--- src/rtl/spi_flash_slave_if.sv ---
// Serial pins and status outputs shared between an SPI master and the flash-style slave.
interface spi_flash_slave_if;
    logic       cs_n;
    logic       sclk;
    logic       mosi;
    logic       miso;
    logic       busy;
    logic [7:0] cmd;
    logic       wr_done;
    logic       rd_done;
    logic       frame_abort;

    modport slave (
        input  cs_n, sclk, mosi,
        output miso, busy, cmd, wr_done, rd_done, frame_abort
    );

    modport master (
        output cs_n, sclk, mosi,
        input  miso, busy, cmd, wr_done, rd_done, frame_abort
    );
endinterface

--- src/rtl/spi_flash_slave.sv ---
// SPI mode-0 slave with a small word store: cmd(8) + addr(24) + data(32) frames,
// SCLK oversampled on the system clock.
module spi_flash_slave #(
    parameter int         MEM_WORDS = 16,
    parameter logic [7:0] CMD_WRITE = 8'h02,
    parameter logic [7:0] CMD_READ  = 8'h03
) (
    input  logic               clk,
    input  logic               rst,
    spi_flash_slave_if.slave   bus
);
    localparam int IDX_W = (MEM_WORDS > 1) ? $clog2(MEM_WORDS) : 1;

    typedef enum logic [2:0] {S_IDLE, S_CMD, S_ADDR, S_DATA, S_DONE} state_t;

    state_t           r_state, w_next;
    logic [1:0]       r_sclk_s, r_mosi_s, r_cs_s;
    logic             r_sclk_d;
    logic [5:0]       r_cnt;
    logic [30:0]      r_shift;
    logic [31:0]      r_tx;
    logic [IDX_W-1:0] r_idx;
    logic [7:0]       r_cmd;
    logic             r_miso, r_wr_done, r_rd_done, r_abort;
    logic [31:0]      r_mem [MEM_WORDS];

    logic             w_rise, w_fall, w_cs_hi, w_mosi, w_shifting, w_last;
    logic [IDX_W-1:0] w_idx;

    always_ff @(posedge clk or negedge rst) begin
        if (!rst) begin
            r_sclk_s <= 2'b00;
            r_mosi_s <= 2'b00;
            r_cs_s   <= 2'b11;
            r_sclk_d <= 1'b0;
        end else begin
            r_sclk_s <= {r_sclk_s[0], bus.sclk};
            r_mosi_s <= {r_mosi_s[0], bus.mosi};
            r_cs_s   <= {r_cs_s[0], bus.cs_n};
            r_sclk_d <= r_sclk_s[1];
        end
    end

    assign w_rise     = r_sclk_s[1] & ~r_sclk_d;
    assign w_fall     = ~r_sclk_s[1] & r_sclk_d;
    assign w_cs_hi    = r_cs_s[1];
    assign w_mosi     = r_mosi_s[1];
    assign w_shifting = (r_state == S_CMD) || (r_state == S_ADDR) || (r_state == S_DATA);
    assign w_last     = (r_state == S_DATA) && w_rise && (r_cnt == 6'd63);
    // Address bit 0 is the incoming bit, so word index bits sit one place lower in the shifter.
    assign w_idx      = r_shift[IDX_W:1];

    always_ff @(posedge clk or negedge rst) begin
        if (!rst) r_state <= S_IDLE;
        else      r_state <= w_next;
    end

    always_comb begin
        w_next = r_state;
        case (r_state)
            S_IDLE: if (!w_cs_hi) w_next = S_CMD;
            S_CMD:  if (w_cs_hi) w_next = S_IDLE;
                    else if (w_rise && r_cnt == 6'd7) w_next = S_ADDR;
            S_ADDR: if (w_cs_hi) w_next = S_IDLE;
                    else if (w_rise && r_cnt == 6'd31) w_next = S_DATA;
            // The final rise wins over a simultaneous cs_n release.
            S_DATA: if (w_last) w_next = S_DONE;
                    else if (w_cs_hi) w_next = S_IDLE;
            S_DONE: if (w_cs_hi) w_next = S_IDLE;
            default: w_next = S_IDLE;
        endcase
    end

    always_ff @(posedge clk or negedge rst) begin
        if (!rst) begin
            r_cnt     <= '0;
            r_shift   <= '0;
            r_tx      <= '0;
            r_idx     <= '0;
            r_cmd     <= '0;
            r_miso    <= 1'b0;
            r_wr_done <= 1'b0;
            r_rd_done <= 1'b0;
            r_abort   <= 1'b0;
            for (int i = 0; i < MEM_WORDS; i++) r_mem[i] <= '0;
        end else begin
            r_wr_done <= 1'b0;
            r_rd_done <= 1'b0;
            r_abort   <= 1'b0;
            if (w_next == S_IDLE && r_state != S_IDLE) begin
                r_cnt  <= '0;
                r_miso <= 1'b0;
                if (r_state != S_DONE && r_cnt != 6'd0) r_abort <= 1'b1;
            end else if (w_rise && w_shifting) begin
                r_cnt   <= r_cnt + 6'd1;
                r_shift <= {r_shift[29:0], w_mosi};
                if (r_state == S_CMD && r_cnt == 6'd7) r_cmd <= {r_shift[6:0], w_mosi};
                if (r_state == S_ADDR && r_cnt == 6'd31) begin
                    r_idx <= w_idx;
                    r_tx  <= r_mem[w_idx];
                end
                if (w_last) begin
                    r_miso <= 1'b0;
                    if (r_cmd == CMD_WRITE) begin
                        r_mem[r_idx] <= {r_shift, w_mosi};
                        r_wr_done    <= 1'b1;
                    end
                    if (r_cmd == CMD_READ) r_rd_done <= 1'b1;
                end
            end else if (w_fall && r_state == S_DATA && r_cmd == CMD_READ) begin
                r_miso <= r_tx[31];
                r_tx   <= {r_tx[30:0], 1'b0};
            end
        end
    end

    assign bus.miso        = r_miso;
    assign bus.busy        = (r_state != S_IDLE);
    assign bus.cmd         = r_cmd;
    assign bus.wr_done     = r_wr_done;
    assign bus.rd_done     = r_rd_done;
    assign bus.frame_abort = r_abort;
endmodule

--- src/flat_wrapper.sv ---
// flat-port wrapper written by rule: the top's interface ports become plain ports
module spi_flash_slave_flat 
#(
    parameter int         MEM_WORDS = 16,
    parameter logic [7:0] CMD_WRITE = 8'h02,
    parameter logic [7:0] CMD_READ  = 8'h03
)
  (clk, rst, bus_cs_n, bus_sclk, bus_mosi, bus_miso, bus_busy, bus_cmd, bus_wr_done, bus_rd_done, bus_frame_abort);
  spi_flash_slave_if bus_i ();
  input  logic clk;
  input  logic rst;
  input wire logic [$bits(bus_i.cs_n)-1:0] bus_cs_n;
  input wire logic [$bits(bus_i.sclk)-1:0] bus_sclk;
  input wire logic [$bits(bus_i.mosi)-1:0] bus_mosi;
  output wire logic [$bits(bus_i.miso)-1:0] bus_miso;
  output wire logic [$bits(bus_i.busy)-1:0] bus_busy;
  output wire logic [$bits(bus_i.cmd)-1:0] bus_cmd;
  output wire logic [$bits(bus_i.wr_done)-1:0] bus_wr_done;
  output wire logic [$bits(bus_i.rd_done)-1:0] bus_rd_done;
  output wire logic [$bits(bus_i.frame_abort)-1:0] bus_frame_abort;
  assign bus_i.cs_n = bus_cs_n;
  assign bus_i.sclk = bus_sclk;
  assign bus_i.mosi = bus_mosi;
  assign bus_miso = bus_i.miso;
  assign bus_busy = bus_i.busy;
  assign bus_cmd = bus_i.cmd;
  assign bus_wr_done = bus_i.wr_done;
  assign bus_rd_done = bus_i.rd_done;
  assign bus_frame_abort = bus_i.frame_abort;
  spi_flash_slave #(.MEM_WORDS(MEM_WORDS), .CMD_WRITE(CMD_WRITE), .CMD_READ(CMD_READ)) u_core (.clk(clk), .rst(rst), .bus(bus_i));
endmodule
--- config.mk ---
export PLATFORM = sky130hd
export DESIGN_NAME = spi_flash_slave_flat
export DESIGN_NICKNAME = d
export VERILOG_FILES = /design/src/rtl/spi_flash_slave_if.sv /design/src/rtl/spi_flash_slave.sv /design/src/flat_wrapper.sv
export SDC_FILE = /design/constraint.sdc
export NUM_CORES = 1
export LEC_CHECK = 0
export CORE_ASPECT_RATIO = 0.5
export CORE_MARGIN = 2
export CORE_UTILIZATION = 45
export CTS_BUF_LIST = sky130_fd_sc_hd__clkbuf_2 sky130_fd_sc_hd__clkbuf_4 sky130_fd_sc_hd__clkbuf_8
export CTS_CLUSTER_SIZE = 28
export DETAILED_ROUTE_END_ITERATION = 10
export PLACE_DENSITY = 0.71
export SETUP_SLACK_MARGIN = 0.5
export SLEW_MARGIN = 20
export SYNTH_ARGS = -nofsm -noshare
export SYNTH_HDL_FRONTEND = slang
export SYNTH_SLANG_ARGS = --single-unit
export TNS_END_PERCENT = 10
--- constraint.sdc ---
create_clock -name clk -period 3.6 [get_ports clk]
set_input_delay 0.54 -clock clk [delete_from_list [all_inputs] [get_ports clk]]
set_output_delay 0.54 -clock clk [all_outputs]
set_load 0.02 [all_outputs]
# == Yosys cells after proc, flatten, opt, wreduce, memory -nomap -nowiden ==
# Cells that the tools add are included.
# totals
ff_bits,607
word_cells,113
# classes
n_eq_ne,12
order_cmp,3
n_bitwise,7
muxes,33
n_addsub,1
reduce_logical,27
# ops
cell,n
bitwise mux 512 bit,1
two-way mux 32 bit,6
binary-select mux 32 bit (select 4 bit),1
demux 32 bit (select 4 bit),1
two-way mux 3 bit,7
== test 8 x 2 -> 1 bit (second input constant),2
one-hot mux 3 bit (5 select lines),1
two-way mux 1 bit,14
logical AND 1 bit,12
two-way mux 6 bit,2
greater-or-equal comparator 5 bit (second input constant),2
NOT 4 -> 5 bit,2
AND reduction 3 bit,3
adder 6 x 1 -> 6 bit (second input constant),1
== test 3 x 2 -> 1 bit (second input constant),2
== test 6 x 3 -> 1 bit (second input constant),1
== test 6 x 5 -> 1 bit (second input constant),1
== test 6 bit (second input constant),1
zero test 3 bit,2
nonzero test 3 bit,2
nonzero test 6 bit,1
less-than comparator 5 x 1 -> 1 bit (second input constant),1
AND reduction 2 bit,2
AND reduction 4 bit,1
other kinds (9),14

# == Longest topological paths before layout ==
# depth
ltp_word,10
depth_mapped,8

# == Worst setup path after synthesis ==
# Ideal clock, no wire load.
# synth_path
path_kind,reg2reg
start,"register u_core.r_cmd[5], in the netlist u_core.bus.cmd[5]"
end,register u_core.r_mem[35] (netlist bit)
arrival_ns,2.096
setup_time_ns,0.128
t_required_ns,3.472
slack_ns,1.376
path_stages_with_launch,7
path_buffers,1
cell_sequence,dfrtp_1 > nor4_4 > nand4_2 > nor4_4 > nand3_1 > buf_2 > mux2_1
# synth_via
elab_chain_cells,2
# synth_rtl
item,line_no,rtl
"start, declared",spi_flash_slave.sv:23,logic [7:0] r_cmd;
"start signal, assigned",spi_flash_slave.sv:97,"if (r_state == S_CMD && r_cnt == 6'd7) r_cmd <= {r_shift[6:0], w_mosi};"
== test 8 x 2 -> 1 bit,spi_flash_slave.sv:104,if (r_cmd == CMD_WRITE) begin
AND reduction 4 bit (no line),n/a,
"end signal, assigned by index",spi_flash_slave.sv:105,"r_mem[r_idx] <= {r_shift, w_mosi};"
"end, declared",spi_flash_slave.sv:25,logic [31:0] r_mem [MEM_WORDS];
# No other way between the ends.
# A chain may end at the register's enable or synchronous reset.

# == Final worst setup path ==
# layout_path
start,register u_core.r_cnt[0]
end,register u_core.r_mem[437] (netlist bit)
# layout_via
elab_chain_cells,9
# layout_rtl
item,line_no,rtl
"start, declared",spi_flash_slave.sv:19,logic [5:0] r_cnt;
"start signal, assigned",spi_flash_slave.sv:95,r_cnt <= r_cnt + 6'd1;
== test 6 x 5 -> 1 bit or == test 6 x 3 -> 1 bit (tied branches),"spi_flash_slave.sv:65, spi_flash_slave.sv:63",
logical AND 1 bit (on tied branches),"spi_flash_slave.sv:65, spi_flash_slave.sv:63",
two-way mux 3 bit (on tied branches),"spi_flash_slave.sv:65, spi_flash_slave.sv:63",
two-way mux 3 bit (on tied branches),"spi_flash_slave.sv:64, spi_flash_slave.sv:62",
one-hot mux 3 bit (5 select lines),spi_flash_slave.sv:60,case (r_state)
zero test 3 bit,spi_flash_slave.sv:90,if (w_next == S_IDLE && r_state != S_IDLE) begin
logical AND 1 bit,spi_flash_slave.sv:90,
NOT 1 bit (no line),n/a,
AND reduction 4 bit (no line) *,n/a,
# Every way passes the cells marked *; elsewhere a longest branch is shown, timed or not.

==> impl_metrics.yaml <==
outcome:
  run_status: "complete, no violations"
route:
  route.detailed.drc: 0
  vias_per_cell: 5.84
  wl_per_cell_um: 23.2
  ant_nets: 0
  wl_um: 63500
  drtPass1Iterations: 5
  vias: 15958
  drt_iter0_drc: 1035
min_path:
  hold_class: "input pin to flip-flop"
logic_synthesis:
  yosysMostFrequentCell: "dfrtp_1"
  yosys_warnings: 0
  avgSynthCellArea_um2: 14.8
  ys_ff_latch: 607
  synth_area_leader_cell: "dfrtp_1"
  synth-async-reset-ratio: 1.00
  synth-seq-area-share: 0.562
  synthCells: 1830
  synth-main-ff-cell: "dfrtp_1"
  synth_area_leaders: "dfrtp_1, mux2_2, mux4_2"
  syn_nets: 1837
  synth.distinct_cells: 49
  synth_edf_count: 0
  synth.top_cell.area_share: 0.560
  synth.top_cells.by_count: "dfrtp_1, mux2_2, mux2i_1"
  synth_area_um2: 27000
cts:
  clock_latency_ns: 0.66
  cts_tree: "built"
  clockRootBuffer: "clkbuf_8"
  cts_num_sinks: 607
  htreeDepth: 3
  path_clk_slew_ns: 0.07
  clock_path_buffers: 3
  numCtsBuffers: 90
final_layout:
  area_growth_pct: 12.5
  n_fill_cell: 4916
  drive_gt1_frac: 0.464
  antenna_cells: 0
  fin_nets: 1859
timing:
  setup_ws_ns: 0.686
  fin_worst_skew_ns: 0.0270
  finalMaxSlewViolations: 0
  rsz0062_at_grt: "no"
  hold_violations: 0
  fmax_ghz: 0.343
  fin_crit_sh: 0.809
  fin_setup_tns_ns: 0
  setup_viol: 0
  worst_slew_pin_slew_ns: 0.868
  fin_crit_ns: 2.91
  timing.slew.headroom: 0.420
critical_path:
  arrival_ns: 3.44
  critPathRequiredTime_ns: 4.12
  crit_chain: "ha_1 > and4b_1 > nand4_2 > nor4_4 > nand2_2 > buf_4 > mux2_2"
  cpPeakStageDelay_ns: 0.44
  cp-end-kind: "flip-flop"
  cp_num_buf_inv: 1
  crit_type: "flip-flop to flip-flop"
  crit_slowest_cell: "nor4_4"
  crit_path_start_kind: "flip-flop"
  cp_top_family: "simple AND/OR/NAND/NOR gates"
  cp_max_fo: 17
die:
  top_level_ports: 18
  die_w_um: 351
  die_h_um: 177
  num_rows: 63
  core-area_um2: 59300
  start_util: 0.456
  dieArea_um2: 62100
place:
  port_buffers: 17
  gp_congestion: 0.811
  dpl_worst_slack_ns: 0.738
  dp_hpwl_um: 37100
power:
  p_comb_frac: 0.156
  internal-power_mw: 11.3
  power_frac_clock: 0.388
  switching_share: 0.280
  cellPowerDensity_nw_per_um2: 519
  p_seq_frac: 0.456
  p_sw_mw: 4.42
  irDropWorstVdd_uv: 299
  p_leak_nw: 14.7
grt:
  track_usage: 0.210
  grt_pass1_wl_um: 98900
  antenna_found_initial: 0
  overflow: 0
  grt_max_degree: 89
  grt_pass1_vias: 16501
flow_run:
  cap_violations: 0
routing by layer:
layer | share of wire | global-route usage | vias up
li1 | - | - | 6883
met2 | 0.45 | 0.326 | 427
met5 | 0 | 0 | -
met3 | 0.059 | 0.0469 | 114
met1 | 0.46 | 0.295 | 8534
met4 | 0.023 | 0.0612 | 0
power by group through the flow:
stage	registers (mW)	logic (mW)	clock network, mW
2_1_floorplan	7.01	1.73	0
3_3_place_gp	7.31	2.46	0
3_5_place_dp	7.32	2.46	0
4_1_cts	7.19	2.46	6.23
5_1_grt	7.21	2.59	6.54
6_report	7.19	2.45	6.12
stage by stage:
step / hold slack (ns) / instance area [um2] / utilization / std cells / total power, mW
after floorplan: 0.244 / 27000 / - / 1830 / 8.74
after global placement: 0.334 / 28400 / 0.478 / 2571 / 9.77
after detailed placement: 0.336 / 28400 / 0.478 / 2571 / 9.78
after CTS: 0.238 / 30400 / 0.513 / 2733 / 15.9
after global routing: 0.261 / 30400 / 0.513 / 2733 / 16.3
final: 0.293 / 30400 / 0.513 / 2733 / 15.8
worst paths after layout:
path / start / end / slack (ns) / cells past startpoint
max reg2reg: u_core.r_cnt[0] / u_core.r_mem[437] / 0.69 / 7
max: u_core.r_cnt[0] / u_core.r_mem[437] / 0.69 / 7
min reg2reg: u_core.r_mosi_s[0] / u_core.r_mosi_s[1] / 0.34 / 0
min: bus_cs_n / u_core.r_cs_s[0] / 0.29 / 1
min in group asynchronous: rst / u_core.r_mem[189] / 0.49 / 2
max in group asynchronous: rst / u_core.r_mem[167] / 2.17 / 3
final cells by class:
| class | count | area (um2) | share of cell area |
|---|---|---|---|
| Sequential cell | 607 | 15200 | 0.500 |
| Multi-Input combinational cell | 1060 | 11200 | 0.369 |
| Clock buffer | 154 | 1960 | 0.0646 |
| Tap cell | 812 | 1020 | 0.0334 |
| Timing Repair Buffer | 89 | 918 | 0.0302 |
| Clock inverter | 7 | 62.6 | 0.00206 |
| Inverter | 4 | 15.0 | 0.000494 |
cell families after synthesis:
kind of cell,count (synthesis),share of synthesized area
adders and majority gates,2,0.000926
muxes,746,0.333
xor gates and xnor gates,5,0.00162
and+or+nand+nor,142,0.0298
buffers and inverters,163,0.0265
DFF,607,0.562
AOI/OAI and AO/OA,165,0.0464
timing repair:
item                                   in CTS  in global routing
gates resized for setup                     0                  0
setup buffers                               0                  0
endpoints found under the hold margin      78                  0
hold buffers                                1                  0
state kept, by name, summed over array words and instances (netlist names):
| name | count |
|---|---|
| u_core.r_cnt | 6 |
| u_core.r_mem | 512 |
| u_core.r_cs_s | 2 |
| u_core.bus.rd_done | 1 |
| u_core.r_state | 3 |
| u_core.r_sclk_d | 1 |
| u_core.r_sclk_s | 2 |
| u_core.bus.cmd | 8 |
| u_core.r_mosi_s | 2 |
| u_core.r_shift | 31 |
| u_core.bus.frame_abort | 1 |
| u_core.bus.wr_done | 1 |
| u_core.bus.miso | 1 |
| u_core.r_idx | 4 |
| u_core.r_tx | 32 |
placed cells by master, fill, tap and decap left out, types with 16 or more instances in the layout:
cell type          n
mux2_2           551
dfrtp_1          602
clkdlybuf4s50_1   16
buf_4             55
mux4_2            66
nor2b_1           16
clkbuf_4          25
mux2i_1          126
a32oi_1           31
buf_12            16
a22o_1            17
a221oi_1          17
clkbuf_8         129
a31oi_1           44
nor2_1            48
a22oi_1           45
Power figures use the tool's default switching activity.
